File: config.mk
export PLATFORM = sky130hd
export DESIGN_NAME = dst_bf16_pack
export DESIGN_NICKNAME = d
export VERILOG_FILES = /design/src/rtl/dst_bf16_pack.sv
export SDC_FILE = /design/constraint.sdc
export NUM_CORES = 1
export LEC_CHECK = 0
export ABC_AREA = 1
export CORE_MARGIN = 2
export CORE_UTILIZATION = 50
export CTS_BUF_LIST = sky130_fd_sc_hd__clkbuf_8
export DETAILED_ROUTE_END_ITERATION = 8
export PLACE_DENSITY = 0.82
export SYNTH_ARGS = -nofsm -noshare
export SYNTH_HDL_FRONTEND = slang
export SYNTH_SLANG_ARGS = --single-unit
export TNS_END_PERCENT = 10
File: constraint.sdc
create_clock -name clk -period 2.6 [get_ports clk]
set_clock_uncertainty 0.15 [all_clocks]
set_input_delay 0.78 -clock clk [delete_from_list [all_inputs] [get_ports clk]]
set_output_delay 0.78 -clock clk [all_outputs]
set_load 0.005 [all_outputs]
File: src/rtl/dst_bf16_pack.sv
// dst_bf16_pack: FP32 -> bfloat16 (round-to-nearest-even) with optional ReLU,
// packing two bf16 results per 32-bit output word. Registered output with
// back-pressure; packet boundaries are never crossed inside one word.
module dst_bf16_pack #(
    parameter int unsigned PACK_LO_FIRST = 1,
    parameter int unsigned CNT_W         = 16
) (
    input  logic             clk,
    input  logic             rst,
    input  logic             relu,
    input  logic             s_valid,
    input  logic [31:0]      s_data,
    input  logic             s_last,
    output logic             s_ready,
    output logic             m_valid,
    output logic [31:0]      m_data,
    output logic             m_last,
    input  logic             m_ready,
    output logic [CNT_W-1:0] word_cnt,
    output logic             nan_seen,
    output logic             ovf_seen
);

    logic             r_m_valid;
    logic [31:0]      r_m_data;
    logic             r_m_last;
    logic             r_half_v;
    logic [15:0]      r_half_d;
    logic [CNT_W-1:0] r_word_cnt;
    logic             r_nan_seen;
    logic             r_ovf_seen;

    logic             w_exp_ones;
    logic             w_is_nan;
    logic [31:0]      w_rnd;
    logic [15:0]      w_bf;
    logic             w_ovf;
    logic             w_accept;
    logic             w_emit;
    logic             w_drain;
    logic [15:0]      w_first;
    logic [15:0]      w_second;
    logic [31:0]      w_word;

    // Element conversion: NaN canonicalisation, RNE rounding, then ReLU.
    always_comb begin
        w_exp_ones = (s_data[30:23] == 8'hFF);
        w_is_nan   = w_exp_ones && (s_data[22:0] != 23'd0);
        // Adding 0x7FFF plus the kept LSB rounds half-way cases to even.
        w_rnd      = s_data + 32'h0000_7FFF + {31'd0, s_data[16]};
        w_ovf      = !w_exp_ones && (w_rnd[30:23] == 8'hFF);
        if (w_is_nan) begin
            w_bf = 16'h7FC0;
        end else if (relu && s_data[31]) begin
            w_bf = 16'h0000;
        end else begin
            w_bf = w_rnd[31:16];
        end
    end

    // Handshake decode and word assembly for the completing accept.
    always_comb begin
        s_ready  = !r_m_valid || m_ready;
        w_accept = s_valid && s_ready;
        w_emit   = w_accept && (r_half_v || s_last);
        w_drain  = r_m_valid && m_ready;
        w_first  = r_half_v ? r_half_d : w_bf;
        w_second = r_half_v ? w_bf : 16'h0000;
        if (PACK_LO_FIRST != 0) begin
            w_word = {w_second, w_first};
        end else begin
            w_word = {w_first, w_second};
        end
    end

    // Packing state, output register, word counter and sticky flags.
    always_ff @(posedge clk) begin
        if (rst) begin
            r_m_valid  <= 1'b0;
            r_m_data   <= 32'd0;
            r_m_last   <= 1'b0;
            r_half_v   <= 1'b0;
            r_half_d   <= 16'd0;
            r_word_cnt <= '0;
            r_nan_seen <= 1'b0;
            r_ovf_seen <= 1'b0;
        end else begin
            if (w_accept) begin
                if (r_half_v) begin
                    r_half_v <= 1'b0;
                end else if (!s_last) begin
                    r_half_v <= 1'b1;
                    r_half_d <= w_bf;
                end
                if (w_is_nan) begin
                    r_nan_seen <= 1'b1;
                end
                if (w_ovf) begin
                    r_ovf_seen <= 1'b1;
                end
            end
            // A new word overrides a same-cycle drain, so there is no bubble.
            if (w_emit) begin
                r_m_valid <= 1'b1;
                r_m_data  <= w_word;
                r_m_last  <= r_half_v ? s_last : 1'b1;
            end else if (m_ready) begin
                r_m_valid <= 1'b0;
            end
            if (w_drain) begin
                r_word_cnt <= r_word_cnt + CNT_W'(1);
            end
        end
    end

    assign m_valid  = r_m_valid;
    assign m_data   = r_m_data;
    assign m_last   = r_m_last;
    assign word_cnt = r_word_cnt;
    assign nan_seen = r_nan_seen;
    assign ovf_seen = r_ovf_seen;

endmodule

Word level (Yosys, flattened, before mapping)
Index checks and enable logic that the tools add are counted.

word-level totals
  register bits after elaboration = 69
  latch bits = 0
  bits in writable memories = 0
  memory bits (read-only) = 0
  logic and storage cells = 39
  memories = 0

operators by class
  $add $sub $neg = 3
  $mul = 0
  divide/modulo/power cells = 0
  magnitude comparators = 0
  eq/ne operators = 2
  shifts and indexed selects = 0
  mux-type cells = 9
  bitwise gates (word level) = 2
  reduce and logical (&&, ||, !) cells = 15

operators by type and width
  operator                  number
  $mux W16                  4
  $add A32 B1 Y32           1
  $add A32 B15 Y32 const B  1
  $reduce_bool A23 Y1       1
  $add A16 B1 Y16 const B   1
  $eq A8 B8 Y1 const B      2
  $logic_and A1 B1 Y1       6
  $mux W1                   5
  $reduce_and A2 Y1         2
  $reduce_and A3 Y1         1
  $logic_not A1 Y1          2
  $logic_or A1 B1 Y1        2
  $not A1 Y1                2
  $reduce_bool A2 Y1        1

Depth between registers and ports, before layout
  depth after elaboration = 5
  depth in mapped cells = 11
  depth with buffers taken out = 11

Least setup slack after synthesis
Ideal clock, no wire load.

  kind = input -> register
  start point = input s_data[15]
  end point = register r_m_data[29] (netlist: m_data[29])
  library setup time = 128 ps
  data arrival time = 1,697 ps
  required time = 2,322 ps
  slack = 626 ps
  stages on the path = 8
  cell sequence = or2_0 > nor2_1 > nand4_1 > nand2_4 > buf_8 > nand2_2 > a22oi_1 > nor2_1

between the ends
  word-level cells in the longest chain between the ends = 5

ends and longest elaborated chain
  element               line  RTL
  start, declared       12    input logic [31:0] s_data,
  $add A32 B15 Y32      50    w_rnd = s_data + 32'h0000_7FFF + {31'd0, s_data[16]};
  $add A32 B1 Y32       50
  $mux W16              54    end else if (relu && s_data[31]) begin
  $mux W16 (*)          52    if (w_is_nan) begin
  $mux W16 (*)          68    w_second = r_half_v ? w_bf : 16'h0000;
  end signal, assigned  105   r_m_data <= w_word;
  end, declared         25    logic [31:0] r_m_data;

Mark *: on every way between the ends. The rest lies on a longest branch, timed or not.
A chain may end at the register's enable or synchronous reset.

Final worst setup path
  start point = input m_ready
  end point = output s_ready

between the ends
  word-level cells in the longest chain between the ends = 1

ends and longest elaborated chain
  element             line  RTL
  start, declared     18    input logic m_ready,
  $logic_or A1 B1 Y1  63    s_ready = !r_m_valid || m_ready;
  end, declared       14    output logic s_ready,

Every way passes these cells.

==> results.md <==
- Status: complete, no violations
- Final Cell Area: 4820 sq um
- Seq/Total Area, Yosys: 0.401
- Die width: 87.0 microns
- Port Buffer Count: 90
- DR vias/cell: 5.18
- Worst-Margin Slew: 517 ps
- Internal Power: 0.00174 W
- P&R area growth vs syn: 40.1%
- Drt first pass iters: 5
- Post-synthesis async set-or-reset flop share: 0
- Critical path capture point type: primary output
- Cell family with most CP delay: buffers and inverters
- CTS buffer count: 9
- DRT iter0 DRCs: 194
- Synth warn: 0
- Largest area contributor in the netlist: dfxtp_1
- Layout cell share with drive strength beyond 1: 0.154
- Global-route wire length before repair: 14.9 mm
- Peak VDD IR: 296 uV
- Initial antenna violation count: 0
- Final ANT Viol Nets: 0
- Final HPWL DP: 6.77 mm
- Placeable Area: 6720 sq um
- Share of the synthesized area in the top cell type: 0.401
- Final wirelength: 8.96 mm
- Synth Flop Type: dfxtp_1
- Gr usage total: 0.246
- WP buf/inv: 3
- Max stage delay cell, worst path: clkdlybuf4s50_1
- Power per cell area: 492 nW/um^2
- CTS tree: yes
- Cell count after synthesis: 483
- Die Area: 7560 sq um
- Ports: 91
- Synth Net Count: 522
- Final Hold Viols: 0
- Clock power frac: 0.355
- Slew margin rel.: 0.654
- Final Max Slew Viols: 0
- FF+latch count, synth: 69
- Fin crit period: 2530 ps
- CP peak stage delay: 470 ps
- Antenna Cells: 0
- Routed len/inst: 13.1 microns
- WP data required: 1670 ps
- Gate power share: 0.167
- Max Cap Viol: 0
- Worst setup SP type: input port
- Nets: 640
- Clock Latency Late Sink: 340 ps
- Max clock buf depth: 2
- Post-synth EDFFs: 0
- Largest net degree at the start of global routing: 28
- Row cnt: 30
- Number of global-route vias before repair: 3336
- Mapped Area: 3440 sq um
- Endpoints failing setup: 0
- Drc violations: 0
- Global route overflow: 0
- Crit path DAT: 1600 ps
- Dpl cell area: 4640 sq um
- Clock root buffer: clkbuf_8
- Via count: 3545
- Tcrit/Tclk final: 0.972
- Sequential power share: 0.478
- Clock tree sinks: 69
- Top cells by area, synth: dfxtp_1 40%, nand2_1 13%, nor2_1 6.4%
- Cell Chain, Critical Path: clkdlybuf4s50_1, inv_1, nand2_2, dlygate4sd2_1
- Synth unique cells: 43
- Worst hold-check path type: reg -> reg
- Lkg Pwr: 2.05 nW
- Max Freq: 396 MHz
- Setup TNS: 0 ps
- WS Path Type: in -> out
- Gpl congestion: 0.867
- Syn Area/Cell: 7.13 sq um
- Chip height: 87.0 microns
- Post-CTS setup buffer count: 0
- P_sw: 0.000633 W
- RSZ-0062 raised after global routing: no
- Sw Ratio: 0.267
- Initial Util: 0.512
- Worst-path clk slew: 70 ps
- Htree depth: 3
- Crit-path max FO: 2
-- area by class of cell --
class | count | area [sq um]
Fill cell | 534 | 1900
Multi-Input combinational cell | 350 | 1780
Sequential cell | 69 | 1380
Timing Repair Buffer | 121 | 1180
Inverter | 50 | 188
Clock buffer | 9 | 124
Tap cell | 80 | 100
Clock inverter | 6 | 63.8
-- worst min-delay path: cells and delay by family, from the launching register on --
| family | cells | cell delay, ps |
|---|---|---|
| flops | 1 | 310 |
| simple gates | 2 | 100 |
-- Yosys cell counts, types with 3 or more instances --
library cell / n
nand3b_1: 4
nand4_1: 9
o21ai_1: 20
nand2_1: 115
nand2_2: 14
nor2_4: 8
inv_2: 6
inv_1: 43
buf_2: 3
nor3_1: 6
a22oi_1: 3
a21oi_1: 34
o21ai_0: 25
nor2_1: 59
clkbuf_1: 6
a21oi_2: 4
dfxtp_1: 69
nand3_1: 20
-- metal layers --
metal	track usage	vias up	part of all wire
li1	-	1805	-
met3	0.0540	13	0.054
met2	0.425	96	0.49
met1	0.304	1631	0.44
met4	0.0781	0	0.015
met5	0	-	0
-- cell usage in the layout, fill, tap and decap left out, types with 3 or more instances in the layout --
cell	count
inv_1	43
nand4_1	9
buf_4	27
nor3_1	6
buf_12	4
nand2_1	115
o21ai_0	25
nor2_1	59
a22oi_1	3
nand2_2	14
nor2_4	8
inv_2	6
clkdlybuf4s50_1	89
o21ai_1	20
nand3_1	20
a21oi_1	34
dfxtp_1	69
a21oi_2	4
nand3b_1	4
clkbuf_8	9
-- cells by family (layout without fill, tap and decap cells) --
group | count (synthesis) | after routing | synth area share
fa+ha+maj | 1 | 1 | 0.00363
buf+inv | 64 | 186 | 0.0807
flops | 69 | 69 | 0.401
simple gates | 249 | 249 | 0.346
xor+xnor | 4 | 4 | 0.0102
compound gates | 96 | 96 | 0.158
-- flip-flops by register name (all words and copies together) (netlist names) --
register	flops
word_cnt	16
m_data	32
r_half_d	16
nan_seen	1
ovf_seen	1
m_valid	1
m_last	1
r_half_v	1
-- power by group through the flow --
stage          logic, W  clock network [W]  registers [W]
2_1_floorplan  0.000190                  0        0.00115
3_3_place_gp   0.000385                  0        0.00115
3_5_place_dp   0.000395                  0        0.00116
4_1_cts        0.000396           0.000858        0.00113
5_1_grt        0.000437           0.000898        0.00114
6_report       0.000397           0.000842        0.00113
-- what timing repair did --
action | CTS | global route
hold buffers | 0 | 0
endpoints found under the setup margin | 1 | 0
gates resized for setup | 1 | 0
-- final timing paths --
kind               startpoint      endpoint  slack (ps)  depth (start not counted)
setup / recovery      m_ready       s_ready          70                          4
setup reg to reg  word_cnt[0]  word_cnt[14]         820                          9
hold reg to reg    m_data[13]    m_data[13]         300                          2
hold / removal     m_data[13]    m_data[13]         300                          2
-- stage by stage --
step,setup slack (ps),util,instances,hold slack [ps],total power [W]
6_report,71.9,0.718,685,300,0.00237
5_1_grt,9.80,0.718,685,319,0.00247
4_1_cts,57.7,0.718,685,305,0.00239
3_5_place_dp,-198,0.690,670,290,0.00155
3_3_place_gp,-177,0.690,670,289,0.00154
2_1_floorplan,626,-,483,296,0.00134
(Power assumes the default switching activity.)
